## src/rtl/hspi_tx_frame_gen.sv

```systemverilog
// hspi_tx_frame_gen
//   Turns each rising edge of the HSPI TX trigger into one framed burst on a
//   valid/ready stream: a header word, PAY_LEN payload words and a checksum word.
//   A request that arrives while a frame is in flight is held as one pending
//   request; any further request is counted as dropped.
//
// Optional build macro:
//   PATTERN_LFSR_EN  payload words come from a free-running 32-bit Galois LFSR
//                    instead of the word-index counter pattern.
//
// Ports:
//   clk_15MHz  in   clock, rising edge
//   rst_n      in   asynchronous active-low reset
//   trig_in    in   asynchronous trigger level; rising edge requests a frame
//   enable     in   0 ignores new requests (an in-flight or pending frame still runs)
//   out_data   out  stream word (DATA_W bits, upper bits above 31 are zero)
//   out_valid  out  out_data valid
//   out_ready  in   downstream accepts when out_valid & out_ready
//   out_last   out  marks the checksum word
//   busy       out  FSM not idle
//   frame_cnt  out  completed frames, wraps
//   drop_cnt   out  dropped requests, saturates at 0xFF
module hspi_tx_frame_gen #(
  parameter int unsigned DATA_W  = 32,
  parameter int unsigned PAY_LEN = 64,
  parameter int unsigned GAP_CYC = 4
) (
  input  logic              clk_15MHz,
  input  logic              rst_n,
  input  logic              trig_in,
  input  logic              enable,
  output logic [DATA_W-1:0] out_data,
  output logic              out_valid,
  input  logic              out_ready,
  output logic              out_last,
  output logic              busy,
  output logic [15:0]       frame_cnt,
  output logic [7:0]        drop_cnt
);

  typedef enum logic [2:0] {StIdle, StHdr, StPay, StSum, StGap} state_e;

  state_e state_q, state_d;

  logic s1_q, s2_q, s3_q;
  logic trig_edge, req, hs;

  logic [15:0]       idx_q, idx_d;
  logic [7:0]        gap_q, gap_d;
  logic [31:0]       sum_q, sum_d;
  logic              pending_q, pending_d;
  logic [15:0]       frame_q, frame_d;
  logic [7:0]        drop_q, drop_d;
  logic [15:0]       seq_q, seq_d;

  logic [DATA_W-1:0] out_data_q, out_data_d;
  logic              out_valid_q, out_valid_d;
  logic              out_last_q, out_last_d;

`ifdef PATTERN_LFSR_EN
  localparam logic [31:0] LfsrTaps = 32'h8020_0003;
  logic [31:0] lfsr_q, lfsr_d;
`endif

  // Two-flop synchronizer plus one delay stage for edge detection.
  always_ff @(posedge clk_15MHz or negedge rst_n) begin
    if (!rst_n) begin
      s1_q <= 1'b0;
      s2_q <= 1'b0;
      s3_q <= 1'b0;
    end else begin
      s1_q <= trig_in;
      s2_q <= s1_q;
      s3_q <= s2_q;
    end
  end

  assign trig_edge = s2_q & ~s3_q;
  assign req       = trig_edge & enable;
  assign hs        = out_valid_q & out_ready;

  always_comb begin
    state_d   = state_q;
    idx_d     = idx_q;
    gap_d     = gap_q;
    sum_d     = sum_q;
    pending_d = pending_q;
    frame_d   = frame_q;
    drop_d    = drop_q;
    seq_d     = seq_q;
`ifdef PATTERN_LFSR_EN
    lfsr_d    = lfsr_q;
`endif

    // Any non-idle state counts as busy, including the SUM handshake cycle.
    if (req && (state_q != StIdle)) begin
      if (!pending_q) begin
        pending_d = 1'b1;
      end else if (drop_q != 8'hFF) begin
        drop_d = drop_q + 8'd1;
      end
    end

    case (state_q)
      StIdle: begin
        if (pending_q || req) begin
          state_d   = StHdr;
          // Pending is consumed first; a simultaneous fresh request takes its place.
          pending_d = pending_q & req;
          sum_d     = '0;
          idx_d     = '0;
        end
      end
      StHdr: begin
        if (hs) begin
          sum_d   = sum_q + out_data_q[31:0];
          idx_d   = '0;
          state_d = StPay;
        end
      end
      StPay: begin
        if (hs) begin
          sum_d = sum_q + out_data_q[31:0];
`ifdef PATTERN_LFSR_EN
          lfsr_d = (lfsr_q >> 1) ^ (lfsr_q[0] ? LfsrTaps : 32'h0);
`endif
          if (idx_q == 16'(PAY_LEN - 1)) begin
            state_d = StSum;
          end else begin
            idx_d = idx_q + 16'd1;
          end
        end
      end
      StSum: begin
        if (hs) begin
          frame_d = frame_q + 16'd1;
          seq_d   = seq_q + 16'd1;
          gap_d   = '0;
          state_d = (GAP_CYC == 0) ? StIdle : StGap;
        end
      end
      StGap: begin
        if (gap_q == 8'(GAP_CYC - 1)) begin
          state_d = StIdle;
        end else begin
          gap_d = gap_q + 8'd1;
        end
      end
      default: state_d = StIdle;
    endcase
  end

  // Stream outputs are registered from the next state, so a word is recomputed
  // identically (and thus held) whenever no handshake moves the FSM.
  always_comb begin
    out_valid_d = (state_d == StHdr) || (state_d == StPay) || (state_d == StSum);
    out_last_d  = (state_d == StSum);
    out_data_d  = '0;
    case (state_d)
      StHdr: out_data_d[31:0] = {16'hA55A, seq_q};
`ifdef PATTERN_LFSR_EN
      StPay: out_data_d[31:0] = lfsr_d;
`else
      StPay: out_data_d[15:0] = idx_d;
`endif
      StSum: out_data_d[31:0] = sum_d;
      default: out_data_d = '0;
    endcase
  end

  always_ff @(posedge clk_15MHz or negedge rst_n) begin
    if (!rst_n) begin
      state_q     <= StIdle;
      idx_q       <= '0;
      gap_q       <= '0;
      sum_q       <= '0;
      pending_q   <= 1'b0;
      frame_q     <= '0;
      drop_q      <= '0;
      seq_q       <= '0;
      out_data_q  <= '0;
      out_valid_q <= 1'b0;
      out_last_q  <= 1'b0;
    end else begin
      state_q     <= state_d;
      idx_q       <= idx_d;
      gap_q       <= gap_d;
      sum_q       <= sum_d;
      pending_q   <= pending_d;
      frame_q     <= frame_d;
      drop_q      <= drop_d;
      seq_q       <= seq_d;
      out_data_q  <= out_data_d;
      out_valid_q <= out_valid_d;
      out_last_q  <= out_last_d;
    end
  end

`ifdef PATTERN_LFSR_EN
  // Not cleared between frames; only reset restarts the sequence.
  always_ff @(posedge clk_15MHz or negedge rst_n) begin
    if (!rst_n) begin
      lfsr_q <= 32'h0000_0001;
    end else begin
      lfsr_q <= lfsr_d;
    end
  end
`endif

  assign out_data  = out_data_q;
  assign out_valid = out_valid_q;
  assign out_last  = out_last_q;
  assign busy      = (state_q != StIdle);
  assign frame_cnt = frame_q;
  assign drop_cnt  = drop_q;

endmodule

```

## config.mk

```make
export PLATFORM = sky130hd
export DESIGN_NAME = hspi_tx_frame_gen
export DESIGN_NICKNAME = d
export VERILOG_FILES = /design/src/rtl/hspi_tx_frame_gen.sv
export SDC_FILE = /design/constraint.sdc
export NUM_CORES = 1
export LEC_CHECK = 0
export ABC_CLOCK_PERIOD_IN_PS = 5900
export BUFFER_PORTS_ARGS = -buffer_cell sky130_fd_sc_hd__buf_2
export CORE_ASPECT_RATIO = 0.6
export CORE_UTILIZATION = 50
export DETAILED_ROUTE_END_ITERATION = 10
export PLACE_DENSITY = 0.79
export SLEW_MARGIN = 20
export SYNTH_ARGS = -nofsm -noshare
export SYNTH_HDL_FRONTEND = slang
export SYNTH_SLANG_ARGS = --single-unit
```

## constraint.sdc

```tcl
create_clock -name clk_15MHz -period 5.9 [get_ports clk_15MHz]
set_input_delay 0.885 -clock clk_15MHz [delete_from_list [all_inputs] [get_ports clk_15MHz]]
set_output_delay 0.885 -clock clk_15MHz [all_outputs]
set_load 0.02 [all_outputs]
```

# --- Word-level counts from Yosys, hierarchy flattened ---
# Index checks and enable logic that the tools add are counted.
# W data, S select, Z words.
word_totals:
  regBits: 137
  out_inout_bits: 59
  input_bits: 5
  wordCells: 71
classes:
  n_addsub: 6
  n_bitwise: 5
  n_mux: 23
  eq_ne: 12
  n_reduce_logical: 11
op_table:
  columns: ["cell", "count"]
  rows:
  - ["$pmux W16 S3", 2]
  - ["$mux W16", 4]
  - ["$mux W32", 2]
  - ["$pmux W32 S2", 1]
  - ["$add A16 B1 Y16 const B", 3]
  - ["$add A32 B32 Y32", 1]
  - ["$pmux W16 S2", 1]
  - ["$mux W3", 6]
  - ["$add A8 B1 Y8 const B", 2]
  - ["$eq A16 B6 Y1 const B", 1]
  - ["$mux W8", 2]
  - ["$pmux W8 S2", 1]
  - ["$pmux W3 S5", 1]
  - ["$eq A3 B2 Y1 const B", 4]
  - ["$eq A8 B2 Y1 const B", 1]
  - ["$ne A8 B8 Y1 const B", 1]
  - ["$eq A3 B1 Y1 const B", 2]
  - ["$reduce_and A3 Y1", 2]
  - ["$and A1 B1 Y1", 4]
  - ["$ne A2 B2 Y1 const B", 2]
  - ["$eq A3 B3 Y1 const B", 1]
  - ["$logic_not A3 Y1", 1]
  - ["$logic_or A1 B1 Y1", 3]
  - ["$mux W1", 3]
  - ["other kinds (6)", 6]

# --- Longest topological paths before layout ---
depth:
  ltp_word: 9
  ltp_mapped: 11
  depth_no_buf: 11

# --- Least setup slack after synthesis ---
# OpenSTA, ideal clock, no wires.
synth_timing:
  path_kind: "reg-to-reg"
  start: "register out_data_q[0] (netlist: out_data[0])"
  end: "register out_data_q[24] (netlist: out_data[24])"
  path_stages_with_launch: 12
  t_required_ns: 5.781
  n_path_buf: 0
  t_arrival_ns: 2.787
  period_less_slack_ns: 2.906
  slack_ns: 2.994
  setup_time_ns: 0.119
  path_cell_list: "dfrtp_1 ha_1 fa_1 a21o_1 a221oi_2 o31ai_2 a221oi_2 o21ai_2 a311oi_2 xnor2_1 a22o_1 o21a_1"
synth_via:
  elab_chain_len: 4
synth_rtl:
  columns: ["element", "line_no", "source"]
  rows:
  - ["from (decl)", "56", "logic [DATA_W-1:0] out_data_q, out_data_d;"]
  - ["from (signal assigned)", "193", "out_data_q <= out_data_d;"]
  - ["$add A32 B32 Y32", "116, 123", null]
  - ["$mux W32", "115, 122", null]
  - ["$pmux W32 S2", "104", "case (state_q)"]
  - ["net sum_d[24]", "50", "logic [31:0] sum_q, sum_d;"]
  - ["$pmux W16 S2", "159", "case (state_d)"]
  - ["net out_data_d[24]", "56", null]
# The timed path passes the listed nets, and every way through them passes these cells.
# A chain may end at the register's enable or synchronous reset.

# --- Final worst setup path ---
layout_timing:
  start: "input port out_ready"
  end: "register out_data_q[27] (netlist: out_data[27])"
layout_via:
  elab_chain_len: 5
  elab_cells_between_ends: 10
  cone_classes: "2 x eq/ne; 7 x mux; 1 x bitwise"
layout_rtl:
  columns: ["element", "line_no", "source"]
  rows:
  - ["from (decl)", "34", "input logic out_ready,"]
  - ["$and A1 B1 Y1 (*)", "80", "assign hs = out_valid_q & out_ready;"]
  - ["$mux W3, on equally long branches", "135, 115, 122", null]
  - ["$pmux W3 S5 (*)", "104", null]
  - ["$eq A3 B2 Y1 (*)", null, null]
  - ["net out_last_d", "58", "logic out_last_q, out_last_d;"]
  - ["$pmux W16 S2 (*)", "159", null]
  - ["net out_data_d[27]", "56", null]
# The timed path passes the listed nets; every way through them passes the cells marked *.

==> results by group <==
Place
  • Post-DP HPWL: around 13000 um
  • # port buffers: 63
  • GPL Wtd Cong: 0.914
  • DP Area: approximately 0.008 mm^2

Critical path
  • Setup crit end kind: flip-flop
  • R2r setup slk: 2610 ps
  • Crit path max fanout: 22
  • Worst-path cell chain: buf_2 > and2_1 > nand2_1 > or2_2 > a21o_1 > inv_1 > nand2b_1 > inv_1 > and2_1
  • Max stage delay on crit path: around 740 ps
  • Worst Path Buf+Inv: 3
  • WP data arrival: around 3700 ps
  • Critical Path Source Type: primary input
  • Setup CP Type: primary input to flip-flop
  • Req. time, crit path: 6250 ps
  • Slowest CP cell: inv_1
  • CP delay by family, top: simple AND/OR/NAND/NOR gates

Routing
  • DR vias: 5970
  • Initial DRC Count: roughly 470
  • Vias per cell: roughly 5.8
  • Final ANT Viol Nets: 0
  • Post-DR wirelength/cell: between 15 and 20 um
  • # DRC: 0
  • Drt pass-1 iters: 6
  • Routed WL: between 15000 and 20000 um

Clocking
  • H-tree depth: 4
  • CTS root buf: clkbuf_16
  • CTS buffer count: 17
  • Clock latency on the worst-skew pair: 420 ps
  • # hold bufs at CTS: 0
  • CTS tree: done
  • Setup repair bufs after CTS: 0
  • Maximum clock path buffer count: 2
  • Clock-pin slew on the worst setup and hold paths: 60 ps
  • Clock Sinks: around 140
  • Post-CTS sizing: 0

Power
  • Power Dens Cells: 254 mW/mm^2
  • Tot Pwr: between 2000 and 2500 uW
  • Static Leak: 0.00427 uW
  • IR drop worst, VDD: about 0.17 mV

Hold path
  • Min-Delay Path Class: flip-flop to flip-flop

Die
  • Horiz. Die Dim: 160 um
  • Die Y-Extent: ~97 um
  • I/O pins: 64
  • Num rows: 34
  • Core area: ~0.015 mm^2
  • Total die area: between 0.015 and 0.02 mm^2
  • Initial core utilization: between 50% and 60%

Cells and area
  • Layout cells sized above 1: 14.1%
  • Number of diodes: 0
  • Nets: between 800 and 900
  • Area Overhead vs Synth: 15.2%
  • Number of fill cells: about 1200
  • Post-layout instance area: between 0.008 and 0.009 mm^2

Timing
  • WHS: 348 ps
  • Final-report hold violation count: 0
  • Sum Neg Setup Slack: 0 ps
  • Fin crit period: 3300 ps
  • Final slew viol count: 0
  • Tcrit/Tclk final: approximately 56%
  • Clk_skew: about 6.6 ps
  • RSZ-0062 raised after global routing: no
  • Actual slew at the worst max-slew pin: about 910 ps
  • F_max: around 0.3 GHz
  • Number of setup violations in the final report: 0
  • Max_slew headroom: about two fifths

Global routing
  • Total gr overflow: 0
  • Largest net degree at the start of global routing: 81
  • Initial antenna violation count: 1
  • Vias in the first global route: roughly 5500
  • Tot GR Track Use: about a quarter
  • First-pass GRT wire length: ~30000 um

Outcome
  • Status: complete, no violations

Logic synthesis
  • Number of enable flip-flop cells after synthesis: 0
  • Seq cells post-synth: 137
  • Main synth FF type: dfrtp_1
  • Post-synthesis sequential area ratio: a little under half
  • Post-synthesis net count: between 700 and 800
  • Post-synth cell types: 59
  • Mapped cell area: 0.00749 mm^2
  • Yosys warning total: 0
  • Post-Syn Area per Cell: slightly below 10 um^2
  • FFs w/ async S/R, synth: between 90% and 100%
  • Post-Syn Instances: between 700 and 800

Flow run
  • Max-cap violation count: 0
placed cells by master, fill, tap and decap left out, types with 4 or more instances in the layout:
cell,netlist,final
dfrtp_1,137,137
mux2i_1,14,14
nor4_1,4,4
clkbuf_8,0,4
a21oi_1,40,40
xor2_1,35,35
inv_1,23,23
nand3_1,31,31
o21a_1,11,11
nor2_1,55,54
nand4_1,12,12
nand2b_1,5,5
and2_1,10,10
a221oi_2,4,4
ha_1,36,36
a41oi_1,4,4
a22o_1,32,32
nor3_1,7,7
and4_1,5,5
a21o_1,18,18
nand2_1,72,72
o21ai_0,51,51
nor2b_1,6,6
xnor2_1,45,45
a31oi_1,5,5
clkbuf_16,0,17
buf_2,4,62
and3_1,15,15
bufinv_16,0,4
buf_4,0,4
synthesized netlist by cell type (all sizes together), types with 11 or more instances:
cell type / number / area [um^2]
nand2: 72 / 270
dfrtp: 137 / 3430
a21oi: 40 / 200
clkbuf: 24 / 92.6
and3: 15 / 93.8
o21ai: 53 / 269
nand4: 12 / 75.1
mux2i: 14 / 140
ha: 36 / 450
a22o: 32 / 280
nor2: 55 / 206
inv: 23 / 86.3
o21a: 11 / 82.6
xor2: 35 / 307
nand3: 31 / 155
xnor2: 45 / 394
a21o: 18 / 135
through the flow:
| step | std cells | util (%) | setup WS (ps) |
|---|---|---|---|
| global route | 1025 | 59.3 | 2410 |
| global placement | 993 | 54.9 | 2360 |
| detailed placement | 993 | 54.9 | 2200 |
| floorplan | 756 | - | 2990 |
| CTS | 1025 | 59.3 | 2650 |
| finish | 1025 | 59.3 | 2600 |
sequential cells by signal, summed over array words and instances, names as in the netlist:
signal	cells
state_q	3
sum_q	32
out_data	32
s3_q	1
seq_q	16
gap_q	8
s2_q	1
s1_q	1
drop_cnt	8
out_last	1
out_valid	1
frame_cnt	16
pending_q	1
idx_q	16
worst paths after layout:
kind	startpoint	end	depth (start not counted)
worst min-delay path	s1_q	s2_q	0
worst min register to register	s1_q	s2_q	0
worst max register to register	out_data[0]	out_data[30]	11
min in group asynchronous	rst_n	drop_cnt[3]	1
max in group asynchronous	rst_n	out_data[27]	2
worst max-delay path	out_ready	out_data[27]	9
area by class of cell:
cell class / count / area, um^2 / area share (%)
Tap cell: 198 / 248 / 2.87
Timing Repair Buffer: 67 / 352 / 4.07
Sequential cell: 137 / 3430 / 39.7
Clock buffer: 22 / 484 / 5.61
Inverter: 24 / 90.1 / 1.04
Clock inverter: 10 / 165 / 1.91
Multi-Input combinational cell: 567 / 3860 / 44.8
logic make-up after synthesis:
kind of cell	count (synthesis)	synth area share [%]
AO/OA/AOI/OAI	205	19.2
flip-flops	137	45.8
adder cells (fa/ha/maj)	38	6.41
XOR/XNOR	80	9.35
buffers and inverters	52	2.70
AND/OR/NAND/NOR	227	14.3
multiplexers	17	2.32
worst reg2reg max path: stages, from the launching register on:
cell and delay [ps]:
dfrtp_1 390, ha_1 240, fa_1 410, a21o_1 200, a221oi_2 410, a22oi_1 220, o211ai_1 290, a311o_1 350
o21ai_0 160, xor2_1 160, a22o_1 210, and2_1 150
routing by layer:
metal	up-vias	GRT usage (%)	wire, um
met5	-	0	13
met4	2	6.37	177
met3	17	7.29	1610
met2	249	31.8	7000
met1	2861	37.9	9020
li1	2841	-	-
power by group:
| part | switching (uW) | internal [uW] |
|---|---|---|
| registers | 16.2 | 954 |
| clock network | 401 | 753 |
| logic | 47.4 | 23.3 |
Note: power is estimated with default switching activity, not from simulation.
